## config.mk

```make
export PLATFORM = sky130hd
export DESIGN_NAME = spi_regfile
export DESIGN_NICKNAME = d
export VERILOG_FILES = /design/src/rtl/spi_regfile.sv
export SDC_FILE = /design/constraint.sdc
export NUM_CORES = 1
export LEC_CHECK = 0
export CAP_MARGIN = 20
export CELL_PAD_IN_SITES_DETAIL_PLACEMENT = 1
export CELL_PAD_IN_SITES_GLOBAL_PLACEMENT = 2
export CORE_ASPECT_RATIO = 1.5
export CORE_MARGIN = 3
export CORE_UTILIZATION = 38
export CTS_CLUSTER_DIAMETER = 80
export DETAILED_ROUTE_END_ITERATION = 12
export DONT_BUFFER_PORTS = 1
export HOLD_SLACK_MARGIN = 0.03
export MAX_ROUTING_LAYER = met4
export PLACE_DENSITY = 0.78
export SLEW_MARGIN = 25
export SYNTH_ARGS = -nofsm -noshare
export SYNTH_HDL_FRONTEND = slang
export SYNTH_SLANG_ARGS = --single-unit
```

## constraint.sdc

```tcl
create_clock -name clk -period 2 [get_ports clk]
set_input_delay 0.3 -clock clk [delete_from_list [all_inputs] [get_ports clk]]
set_output_delay 0.3 -clock clk [all_outputs]
set_load 0.02 [all_outputs]
```

## src/rtl/spi_regfile.sv

```systemverilog
// SPI-mode-0 slave exposing a small bank of read/write registers.
// Frames are [R/W][address MSB-first][data MSB-first]. All SPI pins are
// resynchronized into clk; sclk edges are found by comparing the
// synchronized sclk with its previous value.
module spi_regfile #(
  parameter int NUM_REGS = 5,
  parameter int DATA_W   = 8,
  parameter int ADDR_W   = 7
) (
  input  logic                       clk,
  input  logic                       rst_n,
  input  logic                       sclk,
  input  logic                       sdi,
  input  logic                       cs_n,
  output logic                       sdo,
  output logic [NUM_REGS*DATA_W-1:0] regs,
  output logic                       wr_pulse,
  output logic [ADDR_W-1:0]          wr_addr,
  output logic                       frame_err
);

  localparam int FRAME_W = 1 + ADDR_W + DATA_W;
  localparam int CNT_W   = $clog2(FRAME_W + 2);
  localparam logic [CNT_W-1:0]  CNT_FULL  = CNT_W'(FRAME_W);
  localparam logic [CNT_W-1:0]  CNT_SAT   = CNT_W'(FRAME_W + 1);
  localparam logic [CNT_W-1:0]  CNT_ADDR  = CNT_W'(ADDR_W);
  localparam logic [CNT_W-1:0]  CNT_DATA0 = CNT_W'(ADDR_W + 1);
  localparam logic [ADDR_W:0]   NREGS     = (ADDR_W + 1)'(NUM_REGS);

  typedef enum logic [1:0] {IDLE, SHIFT, DONE} state_t;

  state_t               state_reg, state_next;
  logic                 sclk_meta, sclk_sync, sclk_prev;
  logic                 sdi_meta, sdi_sync;
  logic                 cs_meta, cs_sync;
  logic [1:0]           settle_reg;
  logic                 armed_reg;
  logic [CNT_W-1:0]     count_reg;
  logic [FRAME_W-1:0]   shift_reg;
  logic [DATA_W-1:0]    out_reg;
  logic [DATA_W-1:0]    reg_mem [NUM_REGS];
  logic                 wr_pulse_reg, frame_err_reg;
  logic [ADDR_W-1:0]    wr_addr_reg;

  logic                 sclk_rise, sclk_fall;
  logic [FRAME_W-1:0]   shift_val;
  logic                 rd_rw;
  logic [ADDR_W-1:0]    rd_addr;
  logic [DATA_W-1:0]    rd_word;
  logic                 fr_rw;
  logic [ADDR_W-1:0]    fr_addr;
  logic [DATA_W-1:0]    fr_data;
  logic                 fr_full, commit, read_ok, reject;

  // Two-flop synchronizers; cs_n idles deasserted (high) out of reset.
  always_ff @(posedge clk or negedge rst_n) begin
    if (!rst_n) begin
      sclk_meta <= 1'b0;
      sclk_sync <= 1'b0;
      sclk_prev <= 1'b0;
      sdi_meta  <= 1'b0;
      sdi_sync  <= 1'b0;
      cs_meta   <= 1'b1;
      cs_sync   <= 1'b1;
    end else begin
      sclk_meta <= sclk;
      sclk_sync <= sclk_meta;
      sclk_prev <= sclk_sync;
      sdi_meta  <= sdi;
      sdi_sync  <= sdi_meta;
      cs_meta   <= cs_n;
      cs_sync   <= cs_meta;
    end
  end

  assign sclk_rise = sclk_sync & ~sclk_prev;
  assign sclk_fall = ~sclk_sync & sclk_prev;

  // Arm only after cs_n has been seen high through a refilled synchronizer,
  // so a frame cut by reset is never picked up halfway after release.
  always_ff @(posedge clk or negedge rst_n) begin
    if (!rst_n) begin
      settle_reg <= 2'b00;
      armed_reg  <= 1'b0;
    end else begin
      settle_reg <= {settle_reg[0], 1'b1};
      if (settle_reg[1] && cs_sync)
        armed_reg <= 1'b1;
    end
  end

  // Frame FSM state register.
  always_ff @(posedge clk or negedge rst_n) begin
    if (!rst_n) state_reg <= IDLE;
    else        state_reg <= state_next;
  end

  // Next-state logic: DONE lasts exactly one clk.
  always_comb begin
    state_next = state_reg;
    case (state_reg)
      IDLE:    if (armed_reg && !cs_sync) state_next = SHIFT;
      SHIFT:   if (cs_sync)               state_next = DONE;
      DONE:    state_next = IDLE;
      default: state_next = IDLE;
    endcase
  end

  // Read-address decode on the sclk rise that delivers the last address bit.
  always_comb begin
    shift_val = {shift_reg[FRAME_W-2:0], sdi_sync};
    rd_rw     = shift_val[ADDR_W];
    rd_addr   = shift_val[ADDR_W-1:0];
    rd_word   = '0;
    for (int i = 0; i < NUM_REGS; i++)
      if (rd_addr == ADDR_W'(i)) rd_word = reg_mem[i];
  end

  // Completed-frame decode, evaluated while in DONE.
  always_comb begin
    fr_rw   = shift_reg[FRAME_W-1];
    fr_addr = shift_reg[FRAME_W-2 -: ADDR_W];
    fr_data = shift_reg[DATA_W-1:0];
    fr_full = (count_reg == CNT_FULL);
    commit  = (state_reg == DONE) && fr_full && fr_rw && ({1'b0, fr_addr} < NREGS);
    read_ok = (state_reg == DONE) && fr_full && !fr_rw;
    reject  = (state_reg == DONE) && !commit && !read_ok;
  end

  // Shift/count/readback datapath. The fall right after the address load
  // leaves the MSB in place so the master samples it on the first data rise;
  // later falls advance one bit each.
  always_ff @(posedge clk or negedge rst_n) begin
    if (!rst_n) begin
      count_reg <= '0;
      shift_reg <= '0;
      out_reg   <= '0;
    end else begin
      case (state_reg)
        SHIFT: begin
          if (cs_sync) begin
            out_reg <= '0;
          end else if (sclk_rise) begin
            shift_reg <= shift_val;
            if (count_reg != CNT_SAT) count_reg <= count_reg + CNT_W'(1);
            if (count_reg == CNT_ADDR) out_reg <= rd_rw ? '0 : rd_word;
          end else if (sclk_fall && (count_reg > CNT_DATA0)) begin
            out_reg <= out_reg << 1;
          end
        end
        DONE: out_reg <= '0;
        default: begin
          count_reg <= '0;
          shift_reg <= '0;
          out_reg   <= '0;
        end
      endcase
    end
  end

  // Register bank write and write/error strobes, all on the DONE edge.
  always_ff @(posedge clk or negedge rst_n) begin
    if (!rst_n) begin
      for (int i = 0; i < NUM_REGS; i++) reg_mem[i] <= '0;
      wr_pulse_reg  <= 1'b0;
      frame_err_reg <= 1'b0;
      wr_addr_reg   <= '0;
    end else begin
      wr_pulse_reg  <= commit;
      frame_err_reg <= reject;
      if (commit) begin
        wr_addr_reg <= fr_addr;
        for (int i = 0; i < NUM_REGS; i++)
          if (fr_addr == ADDR_W'(i)) reg_mem[i] <= fr_data;
      end
    end
  end

  genvar gi;
  generate
    for (gi = 0; gi < NUM_REGS; gi++) begin : g_regs
      assign regs[gi*DATA_W +: DATA_W] = reg_mem[gi];
    end
  endgenerate

  assign sdo       = out_reg[DATA_W-1];
  assign wr_pulse  = wr_pulse_reg;
  assign wr_addr   = wr_addr_reg;
  assign frame_err = frame_err_reg;

endmodule

```

# --- Yosys cells after proc, flatten, opt, wreduce, memory -nomap -nowiden ---
# Index checks and enable logic that the tools add are counted.
word_totals:
  ff_bits: 90
  inputBits: 5
op_classes:
  n_addsub: 1
  magnitude_cmp: 2
  eq_ne: 20
  muxes: 21
  n_bitwise: 5
  reduce_logical: 25
op_table:
  columns: ["op", "count"]
  rows:
  - ["two-way mux 8 bit", 11]
  - ["two-way mux 16 bit", 2]
  - ["case mux 16 bit (2 select lines)", 1]
  - ["== test 7 x 2 -> 1 bit (second input constant)", 4]
  - ["two-way mux 5 bit", 3]
  - ["== test 7 x 1 -> 1 bit (second input constant)", 2]
  - ["== test 7 x 3 -> 1 bit (second input constant)", 2]
  - ["logical NOT 7 bit", 2]
  - ["AND reduction 2 bit", 7]
  - ["inequality test 2 bit (second input constant)", 5]
  - ["case mux 5 bit (2 select lines)", 1]
  - ["logical AND 1 bit", 9]
  - ["inequality test 4 bit (second input constant)", 2]
  - ["< comparator 7 x 3 -> 1 bit (second input constant)", 1]
  - ["adder 5 x 1 -> 5 bit (second input constant)", 1]
  - ["== test 5 x 3 -> 1 bit (second input constant)", 1]
  - ["== test 5 bit (second input constant)", 1]
  - ["> comparator 5 x 4 -> 1 bit (second input constant)", 1]
  - ["inequality test 5 bit (second input constant)", 1]
  - ["logical NOT 1 bit", 4]
  - ["two-way mux 2 bit", 2]
  - ["case mux 2 bit (2 select lines)", 1]
  - ["AND reduction 4 bit", 1]
  - ["NOT 1 bit", 3]
  - ["other kinds (5)", 6]

# --- Logic depth before layout (Yosys ltp) ---
# Gate-level depths: netlist (run 1).
logic_depth:
  depth_word: 11
  mapped_depth: 8

# --- Worst setup path before layout (run 1) ---
# OpenSTA, ideal clock, no wires.
synth_path:
  kind: "reg-to-reg"
  start: "reg count_reg[0]"
  end: "reg reg_mem, in the netlist regs[16]"
  setup_time_ps: 125
  arrival_time_ps: 1835
  path_slack_ps: 41
  path_stages_with_launch: 8
  path_buffers: 0
  cell_sequence: "dfrtp_1 > inv_1 > ha_1 > nand3b_1 > and4bb_2 > nor3b_4 > nand3b_2 > mux2_2"
synth_via:
  elab_chain_len: 5
synth_rtl:
  columns: ["item", "line_no", "rtl"]
  rows:
  - ["start, declared", "38", "logic [CNT_W-1:0] count_reg;"]
  - ["start signal, assigned", "145", "if (count_reg != CNT_SAT) count_reg <= count_reg + CNT_W'(1);"]
  - ["== test 5 bit", "124", "fr_full = (count_reg == CNT_FULL);"]
  - ["logical AND 1 bit (3 in a row)", "125", "commit = (state_reg == DONE) && fr_full && fr_rw && ({1'b0, fr_addr} < NREGS);"]
  - ["AND reduction 2 bit (no line)", null, null]
  - ["end signal, assigned by index", "174", "if (fr_addr == ADDR_W'(i)) reg_mem[i] <= fr_data;"]
  - ["end, declared", "41", "logic [DATA_W-1:0] reg_mem [NUM_REGS];"]
# No other way between the ends.
# A chain may end at the register's enable or synchronous reset.

# --- Worst setup path after layout (run 1) ---
layout_path:
  start: "reg count_reg[0]"
  end: "reg reg_mem, in the netlist regs[27]"
# The elaborated chain is that of the path after synthesis.

==> results of run 1 <==
area by class of cell:
| type | instances | area, sq um |
|---|---|---|
| repair buffers | 36 | 319 |
| well taps | 115 | 144 |
| inverters | 5 | 18.8 |
| multi-input cells | 209 | 1610 |
| fillers | 1037 | 5130 |
| clock inverters | 6 | 90.1 |
| clock buffers | 10 | 229 |
| flip-flops and latches | 90 | 2250 |
path summary, 6_finish.rpt:
| check | endpoint | slack, ns | cells past startpoint | start |
|---|---|---|---|---|
| setup / recovery | regs[27] | -0.04 | 9 | count_reg[0] |
| hold / removal | wr_addr[3] | -0.35 | 0 | rst_n |
| setup reg to reg | regs[27] | -0.04 | 9 | count_reg[0] |
| hold reg to reg | sclk_sync | 0.35 | 0 | sclk_meta |
| max in group asynchronous | cs_sync | 2.18 | 0 | rst_n |
| min in group clk | sclk_sync | 0.35 | 0 | sclk_meta |
worst max-delay path, delay by kind of cell (launching register included):
| kind | cells | cell delay (ns) |
|---|---|---|
| adders and majority gates | 1 | 0.13 |
| buffers and inverters | 3 | 0.42 |
| DFF | 1 | 0.39 |
| muxes | 1 | 0.27 |
| and+or+nand+nor | 4 | 0.71 |
through the flow:
stage,total power [W],instances,utilization,area [sq um],TNS [ns]
6_report,0.00390,471,0.476,4670,-0.398
5_1_grt,0.00404,471,0.476,4670,-2.62
4_1_cts,0.00393,470,0.474,4650,-0.206
3_5_place_dp,0.00209,448,0.431,4230,-3.02
3_3_place_gp,0.00208,448,0.431,4230,-1.37
2_1_floorplan,0.00200,319,-,3880,0
cell families after synthesis:
logic type	after synthesis
other	1
and+or+nand+nor	89
adders and majority gates	3
DFF	90
buffers and inverters	20
AOI/OAI and AO/OA	65
muxes	51
where the power goes:
part           internal (W)  total (W)  switching [W]
registers           0.00185    0.00187      0.0000244
clock network       0.00110    0.00181       0.000712
logic              0.000101   0.000219       0.000118
total               0.00305    0.00390       0.000855
Yosys cell counts:
library cell and n:
dfrtp_1 88, mux2_2 41, o21ai_0 21, nor2_1 20, a22o_1 16, a211oi_1 14, clkbuf_1 13, and2_1 12
nand2b_1 11, a21oi_1 10, mux2i_1 10, nand2_1 10, nor2b_1 8, inv_1 5, nand3_1 5, nor3_1 4
nor3b_1 4, ha_1 3, buf_1 2, dfstp_2 2, nand3b_1 2, nand3b_2 2, nor4b_1 2, a21o_1 1
a31oi_1 1, a32oi_1 1, and3_1 1, and4bb_2 1, conb_1 1, nand2_2 1, nand3_2 1, nor3_2 1
nor3b_4 1, nor4_1 1, o2111ai_1 1, or2_2 1, or4_1 1
repair_timing:
action	CTS	global route
resized for setup	9	2
endpoints found under the hold margin	93	90
pin swaps	1	0
setup endpoints to repair	33	41
buffers inserted	3	1
metal layers:
metal / track usage / vias to the layer above
met1: 0.206 / 1372
li1: - / 1211
met3: 0.0411 / 19
met4: 0.0801 / 0
met5: - / -
met2: 0.326 / 48
==> summary.md, run 1 <==
Setup violations remaining at the end of the flow were counted as 18. The number of global-route vias before repair came out at 2943. Along the worst path, the maximum fanout reaches 8. Most frequent standard cell in the layout excluding fill and tap cells: dfrtp_1. For this design the ratio of total power to cell area is 836 nW/um^2. In the routed design, unresolved DRC markers number 0.

The logs give 0.477 mV for the worst vdd rail ir drop and 2.26 ns for the critical path arrival. The tools report the routed wire length as 9750 microns. Buffers inserted during clock tree synthesis total 9.

The checks that failed: negative hold slack, negative setup slack. The tools report the final count of hold timing violations as 90. The logs give 91 for the largest net degree at the start of global routing and 37 for the number of different library cells in the post-synthesis netlist. The starting density of the core came out at 0.396. Post-synthesis average cell area: 12.2 sq um. The final hold slack came out at -0.352 ns. For the worst setup path, the data required time is 2.22 ns. The residual antenna-violating net count after detailed routing is 0. The number of top-level design ports is 55, and the clock transition time at the flip-flop clock pins of the worst setup and hold paths is 0.07 ns.

The first detailed-routing pass ran for 4 iterations. The highest metal layer carrying signal wires in the routed design is met4. Ranked by total cell area, the synthesized netlist is headed by dfrtp_1 (57%), mux2_2 (12%), a22o_1 (3.6%). The half-perimeter wire length after placement was 6670 microns; the quantity of hold-fixing buffers added after cts was 3.

The top cell types in the final layout, fill and taps aside, are dfrtp_1 (88), mux2_2 (41), buf_4 (29). The pin slew with the least headroom to its limit was 0.496 ns. The synthesized design spends more area on one cell type than any other, namely dfrtp_1.

The clock network latency to the later pin of the worst-skew pair is 0.34 ns, and the yosys synthesis warning count is 0. The total count of max-transition violations in the final report is 0. Total routing usage reported by global routing: 0.188.

Counting every net in the synthesized netlist gives 327. After the last flow step, the layout net total stands at 359. The die covers 11500 sq um. The post-synthesis xor/xnor area fraction was 0; the routed metal-1 wirelength was 3750 microns. The routed length on met3 came out at 376 microns. Setup repair after global routing could not meet its margin everywhere.

The area share of the largest cell type after synthesis came out at 0.567. After synthesis, the largest family of logic cells by area is multiplexers. After detailed routing, the met2 layer carries 5370 microns of wire. The buffer levels on the longest clock path is 2, and the achievable frequency is 491 MHz.

The run gives 0 as the number of max-cap violations. Global-route congestion overflow total: 0. The type of element launching the critical path is a register. Counting flops and latches in the post-synthesis netlist gives 90.

Delay contributed by the slowest stage of the critical path: 0.39 ns. TritonCTS built the clock tree. The cell count after synthesis came out at 319. The complex-gate fraction of the synthesized area works out to 0.111. In this run the cell area of the synthesized design comes to 3880 sq um. The category of the most critical setup path was reg -> reg.

Post-synthesis share of cell area spent on full adders, half adders and majority gates: 0.00966. Across the routed clock network, the largest skew measured is 0.00965 ns. The width of the die is 88.6 microns, and the die extent in y is 130 microns. The clock drives 90 sinks. The portion of the clock cycle consumed by the worst path in the final layout works out to 1.02.

The detailed-route wire length per cell was 20.7 microns. The register with the most flip-flops in the layout has 40 of them. The first global-routing pass estimated 15800 microns of wire.

The area overhead of the layout relative to synthesis was 20.1%; the detailed-route vias per instance was 5.63. Normalized max-slew margin: 0.668. Prior to clock tree synthesis, the placed netlist has a worst setup slack of -0.144 ns.

The fraction of layout cells with a size suffix above 1 is 0.295. In this run the number of H-tree levels came out at 3. The routed layout has 2650 vias. The critical path goes through inv_2, ha_4, nand3b_1, and4bb_2, nor3b_4, buf_6, nand3_4, buf_12, mux2_2.

The run finished, with violations left. Antenna diode count: 0. The tree is rooted in a clkbuf_16. The post-synthesis simple-gate area fraction is 0.134. Kind of end point of the critical path: a register.

In this run the core area contains 44 standard-cell rows. The static power due to leakage is 2.26 nW. The post-synthesis mux area share was 0.145; the sequential element share of the synthesized area was 0.580. The worst setup slack after layout is -0.0387 ns.

For this design, the slowest cell found on the critical path is dfrtp_1. First-iteration detailed-routing DRC count: 109. The worst min-delay path category was in -> async.

The congestion estimate from routability-driven global placement came to 0.780. The region available for standard cell placement spans 9800 sq um. The count of buffers added on input and output ports is 0.

The post-route minimum period is 2.04 ns. The initial antenna violation count came out at 0.
No activity file was read; power rests on OpenSTA's default activity.
==> run 2: changes to the inputs <==
Settings changed: SKIP_LAST_GASP from default to 1.
==> results of run 2 <==
Same layout as run 1: the final DEF is identical, and so are final timing and power.
